[src/rtl/prim_subreg_bank.sv]
// Bank of software registers with per-register access policy, hardware update merging
// and a single-outstanding request/response handshake.
package prim_subreg_pkg;
  typedef enum logic [2:0] {
    SwAccessRW,
    SwAccessRO,
    SwAccessWO,
    SwAccessW1C,
    SwAccessW1S,
    SwAccessW0C,
    SwAccessRC
  } sw_access_e;
endpackage

module prim_subreg_bank
  import prim_subreg_pkg::*;
#(
  parameter int unsigned NumRegs = 8,
  parameter int unsigned DW = 32,
  parameter sw_access_e RegAccess [NumRegs] = '{default: SwAccessRW},
  parameter logic [NumRegs-1:0][DW-1:0] RegResval = '0,
  localparam int unsigned AW = (NumRegs > 1) ? $clog2(NumRegs) : 1
) (
  input  logic                  clk_i,
  input  logic                  rst_i,
  input  logic                  req_valid_i,
  output logic                  req_ready_o,
  input  logic                  req_we_i,
  input  logic [AW:0]           req_addr_i,
  input  logic [DW-1:0]         req_wdata_i,
  input  logic [DW/8-1:0]       req_be_i,
  output logic                  rsp_valid_o,
  input  logic                  rsp_ready_i,
  output logic [DW-1:0]         rsp_rdata_o,
  output logic                  rsp_err_o,
  input  logic [NumRegs-1:0]    hw_de_i,
  input  logic [NumRegs*DW-1:0] hw_d_i,
  output logic [NumRegs*DW-1:0] reg_q_o,
  output logic [NumRegs-1:0]    reg_qe_o
);

  typedef enum logic {StIdle, StResp} state_e;

  state_e        stateQ, stateD;
  logic          accept;
  logic          inRange;
  logic [AW-1:0] idx;
  logic [DW-1:0] mask;
  logic [DW-1:0] regQ [NumRegs];
  logic [DW-1:0] rspRdataQ, rspRdataD;
  logic          rspErrQ, rspErrD;

  assign inRange = 32'(req_addr_i) < NumRegs;
  assign idx     = req_addr_i[AW-1:0];

  for (genvar gi = 0; gi < DW / 8; gi++) begin : gen_mask
    assign mask[8*gi +: 8] = {8{req_be_i[gi]}};
  end

  always_comb begin
    stateD      = stateQ;
    req_ready_o = 1'b0;
    accept      = 1'b0;
    case (stateQ)
      StIdle: begin
        req_ready_o = 1'b1;
        if (req_valid_i) begin
          accept = 1'b1;
          stateD = StResp;
        end
      end
      StResp: begin
        if (rsp_ready_i) stateD = StIdle;
      end
      default: stateD = StIdle;
    endcase
  end

  // Response captures the pre-edge register value; writes always return zero data.
  always_comb begin
    rspRdataD = rspRdataQ;
    rspErrD   = rspErrQ;
    if (accept) begin
      rspRdataD = '0;
      rspErrD   = 1'b0;
      if (!inRange) begin
        rspErrD = 1'b1;
      end else if (req_we_i) begin
        rspErrD = (RegAccess[idx] == SwAccessRO) || (RegAccess[idx] == SwAccessRC);
      end else if (RegAccess[idx] != SwAccessWO) begin
        rspRdataD = regQ[idx];
      end
    end
  end

  always_ff @(posedge clk_i or posedge rst_i) begin
    if (rst_i) begin
      stateQ    <= StIdle;
      rspRdataQ <= '0;
      rspErrQ   <= 1'b0;
    end else begin
      stateQ    <= stateD;
      rspRdataQ <= rspRdataD;
      rspErrQ   <= rspErrD;
    end
  end

  assign rsp_valid_o = (stateQ == StResp);
  assign rsp_rdata_o = rspRdataQ;
  assign rsp_err_o   = rspErrQ;

  for (genvar gi = 0; gi < NumRegs; gi++) begin : gen_reg
    localparam sw_access_e Acc = RegAccess[gi];

    logic          hit, swWr, swRd, wrOk, swUpd, swWins;
    logic [DW-1:0] swVal, wdMasked;
    logic [DW-1:0] q;
    logic          qe;

    assign hit      = accept && inRange && (idx == AW'(gi));
    assign swWr     = hit && req_we_i;
    assign swRd     = hit && !req_we_i;
    assign wrOk     = swWr && (Acc != SwAccessRO) && (Acc != SwAccessRC);
    assign wdMasked = req_wdata_i & mask;

    always_comb begin
      swVal = q;
      swUpd = 1'b0;
      case (Acc)
        SwAccessRW, SwAccessWO: begin
          swUpd = wrOk;
          swVal = (q & ~mask) | wdMasked;
        end
        SwAccessW1S: begin
          swUpd = wrOk;
          swVal = q | wdMasked;
        end
        SwAccessW1C: begin
          swUpd = wrOk;
          swVal = q & ~wdMasked;
        end
        SwAccessW0C: begin
          swUpd = wrOk;
          swVal = q & ~(~req_wdata_i & mask);
        end
        SwAccessRC: begin
          swUpd = swRd;
          swVal = '0;
        end
        default: ;
      endcase
    end

    // Set-style policies override hardware; clear-style policies yield so no event is lost.
    // An all-zero byte enable changes nothing, so it never masks a hardware load.
    assign swWins = swUpd && (|req_be_i) &&
                    ((Acc == SwAccessRW) || (Acc == SwAccessWO) || (Acc == SwAccessW1S));

    always_ff @(posedge clk_i or posedge rst_i) begin
      if (rst_i) begin
        q  <= RegResval[gi];
        qe <= 1'b0;
      end else begin
        qe <= wrOk;
        if (swWins) begin
          q <= swVal;
        end else if (hw_de_i[gi]) begin
          q <= hw_d_i[gi*DW +: DW];
        end else if (swUpd) begin
          q <= swVal;
        end
      end
    end

    assign regQ[gi]              = q;
    assign reg_q_o[gi*DW +: DW]  = q;
    assign reg_qe_o[gi]          = qe;
  end

endmodule
[config.mk]
export PLATFORM = sky130hd
export DESIGN_NAME = prim_subreg_bank
export DESIGN_NICKNAME = d
export VERILOG_FILES = /design/src/rtl/prim_subreg_bank.sv
export SDC_FILE = /design/constraint.sdc
export NUM_CORES = 1
export LEC_CHECK = 0
export CAP_MARGIN = 20
export CORE_AREA = 8 8 227 229
export CTS_CLUSTER_DIAMETER = 80
export DETAILED_ROUTE_END_ITERATION = 10
export DIE_AREA = 0 0 235 237
export PLACE_DENSITY = 0.67
export SETUP_SLACK_MARGIN = 0.5
export SYNTH_ARGS = -nofsm -noshare
export SYNTH_HDL_FRONTEND = slang
export SYNTH_SLANG_ARGS = --single-unit
[constraint.sdc]
create_clock -name clk_i -period 14.1 [get_ports clk_i]
set_input_delay 4.23 -clock clk_i [delete_from_list [all_inputs] [get_ports clk_i]]
set_output_delay 4.23 -clock clk_i [all_outputs]
set_load 0.05 [all_outputs]
* Word level (Yosys, flattened, before mapping) *
Memories as Yosys holds them, arrays and structs flattened.
Index checks and enable logic that the tools add are counted.

word-level totals
  logic and storage cells = 127
  latch bits = 0
  memory bits (read-only) = 24
  bits in writable memories = 0
  memories = 1
  output and inout bits = 299
  register bits after elaboration = 298

memories
  memory           depth  bits a word  rd ports  clocked after memory_dff  wr ports  RTL line  source
  (no name shown)  8      3            1         0                         0         90        end else if (RegAccess[idx] != SwAccessWO) begin

cells by class
  $mul = 0
  div/mod/pow operators = 0
  equal/unequal tests = 10
  mux-type cells = 39
  bitwise gates (word level) = 20
  shifts and indexed selects = 0
  reduce and logical (&&, ||, !) cells = 36
  order comparisons = 2
  add/sub/neg operators = 0

operator list
  kind                                                    count
  two-way mux 32 bit                                      29
  AND 32 bit                                              9
  bitwise OR 32 bit                                       8
  binary-select mux 32 bit (select 3 bit)                 1
  inverter 32 bit                                         1
  logical AND 1 bit                                       25
  nonzero test 3 bit                                      8
  == test 3 bit (second input constant)                   5
  == test 3 x 1 -> 1 bit (second input constant)          2
  == test 3 x 2 -> 1 bit (second input constant)          2
  two-way mux 1 bit                                       6
  two-way mux 3 bit                                       2
  >= comparator 4 bit (second input constant)             1
  less-than comparator 4 bit (second input constant)      1
  inverter 3 -> 4 bit                                     1
  OR reduction 4 bit                                      1
  logical NOT 3 bit                                       1
  inequality test 3 x 2 -> 1 bit (second input constant)  1
  case mux 1 bit (2 select lines)                         1
  logical OR 1 bit                                        1
  inverter 1 bit                                          1

* Depth between registers and ports, before layout *
Gate-level depths: netlist of the first run.

  word-level depth = 8
  depth in mapped cells = 7
  mapped depth without buffers = 4

* Least setup slack after synthesis of the first run *
OpenSTA, ideal clock, no wires.

  path type = input-to-reg
  start point = in req_be_i[1]
  end point = reg gen_reg[0].q[1]
  slack = 8.173 ns
  data required time = 13.976 ns
  data arrival time = 5.803 ns
  setup time = 0.124 ns
  buffers on the path = 2
  stages on the path = 6
  cells stage by stage = buf_6 nor4_4 o41ai_4 buf_6 nor2_2 a21oi_2

on the way
  cells in the longest elaborated chain, start to end = 3
  elaborated cells on any way between the ends = 4
  those cells by class = mux (1); reduce/logical (3)

ends and longest elaborated chain
  element                                                                    RTL line  source
  start, declared                                                            31        input logic [DW/8-1:0] req_be_i,
  OR reduction 4 bit (*)                                                     156       assign swWins = swUpd && (|req_be_i) &&
  logical AND 1 bit (*)                                                      156
  nonzero test 3 bit (no source line) or two-way mux 32 bit (tied branches)  --
  end signal, assigned                                                       161       q <= RegResval[gi];
  end signal, assigned                                                       166       q <= swVal;
  end signal, assigned                                                       168       q <= hw_d_i[gi*DW +: DW];
  end, declared                                                              117       logic [DW-1:0] q;

Every way passes the cells marked *; elsewhere a longest branch is shown, timed or not.
A chain may end at the register's enable or synchronous reset.

* Worst setup path in the final report of the first run *
  start point = in req_addr_i[2]
  end point = reg gen_reg[1].q[22]

on the way
  cells in the longest elaborated chain, start to end = 6
  elaborated cells on any way between the ends = 8
  those cells by class = order compare (1); eq/ne (1); mux (1); reduce/logical (5)

ends and longest elaborated chain
  element                                                                    RTL line  source
  start, declared                                                            29        input logic [AW:0] req_addr_i,
  less-than comparator 4 bit                                                 53        assign inRange = 32'(req_addr_i) < NumRegs;
  logical AND 1 bit                                                          120       assign hit = accept && inRange && (idx == AW'(gi));
  logical AND 1 bit (*)                                                      120
  logical AND 1 bit (*)                                                      121       assign swWr = hit && req_we_i;
  logical AND 1 bit                                                          156
  nonzero test 3 bit (no source line) or two-way mux 32 bit (tied branches)  --
  end signal, assigned                                                       161
  end signal, assigned                                                       166
  end signal, assigned                                                       168
  end, declared                                                              117

Marks and branches as above.

==> results of run 1 <==
==> layout make-up <==
cell class	instances	area (µm²)	share of cell area, %
antenna	9	22.5	0.0910
tap	622	778	3.14
clock buffer	62	1190	4.83
sequential	298	7460	30.1
inverter	3	20.0	0.0809
clock inverter	4	73.8	0.298
timing repair buffer	655	6440	26.0
multi-input combinational	1045	8760	35.4
==> synthesized netlist by cell type <==
cell type / count / area share [%]
buf_6: 51 / 3.3
nand2_1: 41 / 0.89
mux2_1: 1 / 0.065
o31a_1: 4 / 0.20
o21ai_1: 32 / 0.93
buf_1: 35 / 0.76
and4bb_2: 1 / 0.073
mux2i_1: 32 / 1.9
o41ai_4: 8 / 1.3
inv_2: 1 / 0.022
nor2_1: 40 / 0.87
nor4_4: 1 / 0.12
nor2_2: 221 / 8.0
and2_1: 32 / 1.2
and2_0: 1 / 0.036
a32oi_1: 28 / 1.4
clkbuf_1: 47 / 1.0
buf_4: 9 / 0.39
dfrtp_1: 298 / 43
a22oi_1: 256 / 11
a31o_1: 3 / 0.15
or3_1: 1 / 0.036
and2_2: 3 / 0.13
mux4_2: 64 / 8.4
a31o_2: 5 / 0.25
nor2_4: 4 / 0.26
nand4bb_4: 1 / 0.16
inv_1: 2 / 0.044
nand2b_1: 2 / 0.073
nor2b_1: 6 / 0.22
or2_2: 1 / 0.036
a21oi_2: 256 / 13
o21ai_0: 1 / 0.029
buf_2: 15 / 0.44
==> path summary, 6_finish.rpt <==
path                                     to  cells after the start  slack [ns]             from
setup reg to reg           gen_reg[4].q[22]                      4       11.21      rsp_valid_o
min in group asynchronous  gen_reg[0].q[25]                      2        4.20            rst_i
hold reg to reg             rsp_rdata_o[17]                      2        0.49  rsp_rdata_o[17]
hold / removal              rsp_rdata_o[17]                      2        0.49  rsp_rdata_o[17]
max in group asynchronous  gen_reg[6].q[13]                      4        7.60            rst_i
setup / recovery           gen_reg[1].q[22]                      6        6.94    req_addr_i[2]
==> layout by cell type (no fill, tap or decap), types with 40 or more instances in the layout <==
master	n
nand2_1	40
clkbuf_16	41
a22oi_1	256
buf_4	49
clkdlybuf4s50_1	605
nor2_2	221
mux4_2	64
dfrtp_1	298
a21oi_2	256
nor2_1	40
==> power breakdown <==
part | switching, mW | internal (mW)
registers | 0.0897 | 0.946
clock network | 0.387 | 0.613
logic | 0.672 | 0.390
==> sequential cells by signal (all words and copies together) (netlist names) <==
name         cells
gen.q          256
gen.qe           8
rsp_err_o        1
rsp_rdata_o     32
rsp_valid_o      1
==> logic make-up (layout without fill, tap and decap cells) <==
group           count (synthesis)  in the layout
compound gates                593            593
flops                         298            298
buf+inv                       160            724
other cells                     0              9
simple gates                  355            355
mux                            97             97
==> per-layer routing <==
| metal | GRT usage, % | vias up | part of all wire [%] |
|---|---|---|---|
| met5 | 0 | - | 0.058 |
| met4 | 11.7 | 10 | 3.8 |
| met3 | 6.89 | 174 | 8.5 |
| met2 | 47.0 | 974 | 49 |
| met1 | 34.3 | 8144 | 39 |
| li1 | - | 6681 | - |
==> worst min-delay path: stages (launching register included) <==
cell and delay [ns]:
dfrtp_1 0.34, nand2_1 0.05, o21ai_1 0.06
==> impl_metrics.tcl, run 1 <==
set metrics [dict create \
    status "finished, final reports clean" \
    final_util_pct 51.4 \
    worst-path-max-fanout 40 \
    cts_root_buf "clkbuf_16" \
    slew_violations 0 \
    drtIter0Drc 1510 \
    setup_viol 0 \
    path_cells "clkdlybuf4s50_1 -> clkinv_2 -> buf_4 -> a31o_2 -> a22oi_1 -> a21oi_2" \
    critPathMaxStageDelay_ns 1.04 \
    die_area_mm2 0.0557 \
    syn_to_final_growth_pct 43.5 \
    muxShareOfSynthArea_pct 10.3 \
    ys_seq_area_share_pct 43.2 \
    worst_hold_slack_ns 0.486 \
    synthCells 1503 \
    fin_crit_ns 7.16 \
    cts_setup_buffers 0 \
    postCtsHoldBufs 0 \
    clockBufferDepth 3 \
    cts_tree "built" \
    drc 0 \
    finalSetupTns_ns 0 \
    synth_fp_nets 1812 \
    grt_max_degree 102 \
    slowest_stage "a31o_2" \
    dpl_cell_area_mm2 0.0234 \
    setup_slack_ns 6.94 \
    layout-drive-gt1-share_pct 32.7 \
    rows 81 \
    setup.worst_path.start_class "input pin" \
    initial_utilization_pct 35.8 \
    die_h_um 237 \
    synthesis.area_mm2 0.0173 \
    critPathTopFamily "buffers and inverters" \
    wl_um 81200 \
    ys_ff_latch 298 \
    gp_congestion 0.860 \
    clock_sinks 298 \
    synth_simple_gate_area_share_pct 12.1 \
    clk_pin_slew_ns 0.05 \
    pre_cts_ws_ns 6.42 \
    ant_nets 0 \
    peakVddDrop_mv 0.0701 \
    ioPinCount 608 \
    synthXorXnorAreaFrac_pct 0 \
    grt_first_pass_wirelength_um 118000 \
    synth_compound_area_share_pct 28.4 \
    ys_warn_count 0 \
    core_mm2 0.0481 \
    route.detailed.wl_per_inst_um 30.1 \
    hp-class "reg2reg" \
    synthAdderAreaFrac_pct 0 \
    portBuffers 607 \
    synth_top_family_by_area "compound AO/OA/AOI/OAI gates" \
    cellLeakagePower_nw 9.50 \
    first_pass_iters 5 \
    antenna_found_initial 14 \
    fillCellCount 4307 \
    finalHoldViolCount 0 \
    vias 16000 \
    overflow 0 \
    worstPathArrival_ns 7.62 \
    finalPower_mw 3.10 \
    grt_usage_pct 28.0 \
    dpl.hpwl_um 57900 \
    nets 2350 \
    fin_skew_ns 0.0228 \
    post-route-period-util_pct 50.8 \
    path_class "in2reg" \
    drv_cap 0 \
    cp.required_ns 14.56 \
    grt_pass1_vias 16900 \
    power_density_mw_per_mm2 125 \
    rsz0062_at_grt "no" \
    maxSlewHeadroom_pct 9.04 \
    vias_per_cell 5.92 \
    synth_area_per_cell_um2 11.5 \
    worstMarginPinSlew_ns 1.36 \
    clock_latency_ns 0.55 \
    final_area_mm2 0.0248 \
    fmax_mhz 140 \
    ys_types 34 \
    cts-resized-gates 0 \
    numCtsBuffers 38 \
    ctsHtreeMaxLevel 2 \
    final_cells 2698 \
    fp.dieW_um 235 \
    dp_cells 2622 \
    cp_num_buf_inv 3 \
    end_kind "flop" \
]
(Power assumes the default switching activity.)
==> run 2, diff against run 1 <==
==> constraint.sdc (replaced) <==
create_clock -name clk_i -period 6.6 [get_ports clk_i]
set_input_delay 1.98 -clock clk_i [delete_from_list [all_inputs] [get_ports clk_i]]
set_output_delay 1.98 -clock clk_i [all_outputs]
set_load 0.05 [all_outputs]
==> impl_metrics.tcl, run 2 (synthesized netlist as in run 1, its figures left out) <==
set metrics [dict create \
    status "finished, final reports clean" \
    fp.dieW_um 235 \
    slowest_stage "clkinv_2" \
    fmax_mhz 219 \
    cts_root_buf "clkbuf_16" \
    rsz0062_at_grt "no" \
    route.detailed.wl_per_inst_um 30.4 \
    nets 2351 \
    slew_violations 0 \
    power_density_mw_per_mm2 260 \
    grt_pass1_vias 16700 \
    cts_tree "built" \
    switchingPower_mw 2.44 \
    layout-drive-gt1-share_pct 32.7 \
    syn_to_final_growth_pct 43.2 \
    hp-class "reg2reg" \
    fin_skew_ns 0.0149 \
    regMostFlops "gen.q" \
    clockBufferDepth 3 \
    pwr-share-clk_pct 30.3 \
    maxSlewHeadroom_pct 4.35 \
    die_h_um 237 \
    critPathMaxStageDelay_ns 0.77 \
    peakVddDrop_mv 0.152 \
    switching_share_pct 38.0 \
    drv_cap 0 \
    cellLeakagePower_nw 9.47 \
    end_kind "flop" \
    initial_utilization_pct 35.8 \
    ioPinCount 608 \
    worst_hold_slack_ns 0.483 \
    cts_setup_buffers 0 \
    crit_top_cell "buf_4" \
    clk_pin_slew_ns 0.06 \
    mostFrequentLayoutCells "clkdlybuf4s50_1, dfrtp_1, a22oi_1, a21oi_2, nor2_2" \
    wl_um 82000 \
    post-route-period-util_pct 69.0 \
    vias_per_cell 5.92 \
    setup.worst_path.start_class "input pin" \
    cp_num_buf_inv 4 \
    setup_viol 0 \
    seq_power_share_pct 34.4 \
    first_pass_iters 6 \
    postCtsHoldBufs 0 \
    dp_cells 2624 \
    p_int_mw 3.99 \
    clock_latency_ns 0.55 \
    drtIter0Drc 1343 \
    clock_sinks 298 \
    worstPathArrival_ns 5.03 \
    finalHoldViolCount 0 \
    largest_register_ffs 256 \
    ant_nets 0 \
    die_area_mm2 0.0557 \
    vias 16000 \
    dpl.hpwl_um 58900 \
    critPathTopFamily "buffers and inverters" \
    cp.required_ns 7.07 \
    finalSetupTns_ns 0 \
    overflow 0 \
    path_cells "clkdlybuf4s50_1 -> buf_4 -> clkinv_2 -> o41ai_4 -> buf_4 -> nor2_2 -> a21oi_2" \
    gp_congestion 0.890 \
    portBuffers 607 \
    worstMarginPinSlew_ns 1.43 \
    grt_max_degree 129 \
    rows 81 \
    drc 0 \
    final_cells 2696 \
    comb_power_share_pct 35.3 \
    cts-resized-gates 0 \
    numCtsBuffers 37 \
    antenna_found_initial 13 \
    final_common_cell "clkdlybuf4s50_1" \
    path_class "in2reg" \
    grt_first_pass_wirelength_um 118000 \
    ctsHtreeMaxLevel 2 \
    fillCellCount 4331 \
    fin_crit_ns 4.56 \
    grt_usage_pct 28.3 \
    core_mm2 0.0481 \
    worst-path-max-fanout 36 \
]
## run 2: per-layer routing
layer	routed length (µm)	share of wire, %	track usage (%)
met1	31500	38	34.1
met2	39800	48	47.3
met3	7370	9.0	8.15
met4	3320	4.0	11.6
met5	47	0.057	0
## run 2: worst paths after layout
kind / start / to / slack (ns) / cells after the start
min reg2reg: rsp_rdata_o[14] / rsp_rdata_o[14] / 0.48 / 2
min in group asynchronous: rst_i / gen_reg[3].q[24] / 1.85 / 2
min: rsp_rdata_o[14] / rsp_rdata_o[14] / 0.48 / 2
max: req_addr_i[2] / gen_reg[7].q[16] / 2.04 / 7
max in group asynchronous: rst_i / gen_reg[3].q[9] / 3.56 / 3
max reg2reg: rsp_valid_o / gen_reg[4].q[13] / 3.72 / 5
## run 2: stage by stage
step           cell area, µm²  utilization [%]  power [mW]  setup slack (ns)
2_1_floorplan           17300                -        3.58             0.661
3_3_place_gp            23500             48.7        4.48              1.58
3_5_place_dp            23500             48.9        4.51              1.54
4_1_cts                 24700             51.2        6.47              2.09
5_1_grt                 24700             51.3        6.64              1.95
6_report                24700             51.3        6.43              2.04
## run 2: worst register-to-register path, delay by kind of cell, from the launching register on
kind | cells | cell delay (ns)
AOI/OAI and AO/OA | 3 | 1.12
buffers and inverters | 1 | 0.44
DFF | 1 | 0.42
and+or+nand+nor | 1 | 0.84
## run 2: final cells by class
type | instances | area [µm²] | share of cell area [%]
Antenna cell | 9 | 22.5 | 0.0912
Inverter | 3 | 16.3 | 0.0659
Clock buffer | 56 | 1090 | 4.40
Timing Repair Buffer | 657 | 6540 | 26.5
Multi-Input combinational cell | 1045 | 8760 | 35.5
Tap cell | 622 | 778 | 3.15
Sequential cell | 298 | 7460 | 30.2
Clock inverter | 6 | 38.8 | 0.157
## run 2: power groups by stage
stage / clock network [mW] / logic, mW / registers [mW]
2_1_floorplan: 0 / 0.734 / 2.85
3_3_place_gp: 0 / 2.25 / 2.23
3_5_place_dp: 0 / 2.27 / 2.23
4_1_cts: 1.98 / 2.28 / 2.21
5_1_grt: 2.04 / 2.37 / 2.23
6_report: 1.95 / 2.27 / 2.21
==> run 3, diff against run 2 <==
==> constraint.sdc (replaced) <==
create_clock -name clk_i -period 4.6 [get_ports clk_i]
set_input_delay 1.38 -clock clk_i [delete_from_list [all_inputs] [get_ports clk_i]]
set_output_delay 1.38 -clock clk_i [all_outputs]
set_load 0.05 [all_outputs]
==> impl_metrics.tcl, run 3 (synthesized netlist as in run 1, its figures left out) <==
set metrics [dict create \
    grt_max_degree 74 \
    cts_setup_buffers 0 \
    core_mm2 0.0481 \
    die_area_mm2 0.0557 \
    die_h_um 237 \
    antenna_found_initial 12 \
    drv_cap 0 \
    switching_share_pct 36.9 \
    cts_tree "built" \
    grt_first_pass_wirelength_um 120000 \
    clock_latency_ns 0.53 \
    pwr-share-clk_pct 31.8 \
    cts-resized-gates 0 \
    finalSetupTns_ns 0 \
    comb_power_share_pct 34.6 \
    p_int_mw 5.96 \
    maxSlewHeadroom_pct 8.88 \
    cts_root_buf "clkbuf_16" \
    fp.dieW_um 235 \
    regMostFlops "gen.q" \
    status "finished, final reports clean" \
    gp_congestion 0.894 \
    wl_um 82200 \
    path_cells "clkdlybuf4s50_1 -> nor4_4 -> o41ai_4 -> buf_12 -> nor2_2 -> a21oi_2" \
    layout-drive-gt1-share_pct 33.7 \
    post-route-period-util_pct 80.0 \
    fin_skew_ns 0.00849 \
    critPathTopFamily "simple AND/OR/NAND/NOR gates" \
    overflow 0 \
    peakVddDrop_mv 0.201 \
    syn_to_final_growth_pct 45.1 \
    vias 16000 \
    postCtsHoldBufs 0 \
    nets 2371 \
    critPathMaxStageDelay_ns 1.06 \
    finalHoldViolCount 0 \
    initial_utilization_pct 35.8 \
    setup_viol 0 \
    ant_nets 0 \
    vias_per_cell 5.90 \
    cp_num_buf_inv 2 \
    setup.worst_path.start_class "input pin" \
    switchingPower_mw 3.49 \
    dpl.hpwl_um 60300 \
    portBuffers 607 \
    first_pass_iters 5 \
    fin_crit_ns 3.68 \
    clk_pin_slew_ns 0.06 \
    fmax_mhz 272 \
    final_common_cell "clkdlybuf4s50_1" \
    worstMarginPinSlew_ns 1.37 \
    end_kind "flop" \
    rsz0062_at_grt "no" \
    final_cells 2716 \
    worst-path-max-fanout 64 \
    ioPinCount 608 \
    worstPathArrival_ns 4.06 \
    final_area_mm2 0.0250 \
    clockBufferDepth 3 \
    grt_pass1_vias 17000 \
    drc 0 \
    grt_usage_pct 28.5 \
    clock_sinks 298 \
    seq_power_share_pct 33.6 \
    cp.required_ns 4.98 \
    dpl_cell_area_mm2 0.0238 \
    path_class "in2reg" \
    slowest_stage "nor4_4" \
    ctsHtreeMaxLevel 2 \
    drtIter0Drc 1429 \
    largest_register_ffs 256 \
    rows 81 \
    mostFrequentLayoutCells "clkdlybuf4s50_1, dfrtp_1, a22oi_1, a21oi_2, nor2_2" \
    route.detailed.wl_per_inst_um 30.3 \
    numCtsBuffers 36 \
    power_density_mw_per_mm2 378 \
    slew_violations 0 \
    cellLeakagePower_nw 9.65 \
    hp-class "reg2reg" \
    dp_cells 2646 \
]
-- run 3: layout make-up --
type                    instances  area (µm²)
diodes                          8        20.0
clock buffers                  48        1030
clock inverters                14         198
fillers                      4285       23100
inverters                       3        16.3
multi-input cells            1045        8760
flip-flops and latches        298        7460
well taps                     622         778
repair buffers                678        6780
-- run 3: per-layer routing --
metal	global-route usage [%]	up-vias	routed length [µm]	share of wire, %
li1	-	6722	-	-
met1	35.7	8209	32600	40
met2	47.5	926	39900	49
met3	6.80	166	6740	8.2
met4	10.9	6	2850	3.5
met5	0	-	41	0.050
-- run 3: final timing paths --
path | depth (start not counted) | slack (ns) | start | endpoint
hold reg to reg | 2 | 0.49 | rsp_rdata_o[4] | rsp_rdata_o[4]
min in group asynchronous | 2 | 1.19 | rst_i | gen_reg[0].q[29]
setup / recovery | 6 | 0.92 | req_be_i[1] | gen_reg[5].q[23]
setup reg to reg | 6 | 2.02 | rsp_valid_o | gen_reg[1].q[25]
max in group asynchronous | 4 | 2.47 | rst_i | gen_reg[4].q[31]
hold / removal | 2 | 0.49 | rsp_rdata_o[4] | rsp_rdata_o[4]
-- run 3: metrics by stage --
| stage | hold slack [ns] | util [%] | total power [mW] | worst slack [ns] |
|---|---|---|---|---|
| 2_1_floorplan | 0.748 | - | 5.14 | -0.739 |
| 6_report | 0.490 | 52.0 | 9.46 | 0.919 |
| 3_3_place_gp | 0.468 | 49.4 | 6.45 | 0.639 |
| 3_5_place_dp | 0.479 | 49.4 | 6.49 | 0.531 |
| 4_1_cts | 0.492 | 52.0 | 9.51 | 1.11 |
| 5_1_grt | 0.509 | 52.0 | 9.78 | 0.976 |
-- run 3: power groups by stage --
stage | sequential (mW) | clock, mW | combinational, mW
floorplan | 4.09 | 0 | 1.05
global placement | 3.21 | 0 | 3.25
detailed placement | 3.21 | 0 | 3.28
CTS | 3.17 | 3.06 | 3.29
global route | 3.21 | 3.16 | 3.41
finish | 3.18 | 3.00 | 3.27
-- run 3: worst reg2reg max path: cells and delay by family, from the launching register on --
kind                   cells  cell delay (ns)
AOI/OAI and AO/OA          3             0.81
and+or+nand+nor            1             0.72
buffers and inverters      2             0.57
DFF                        1             0.41
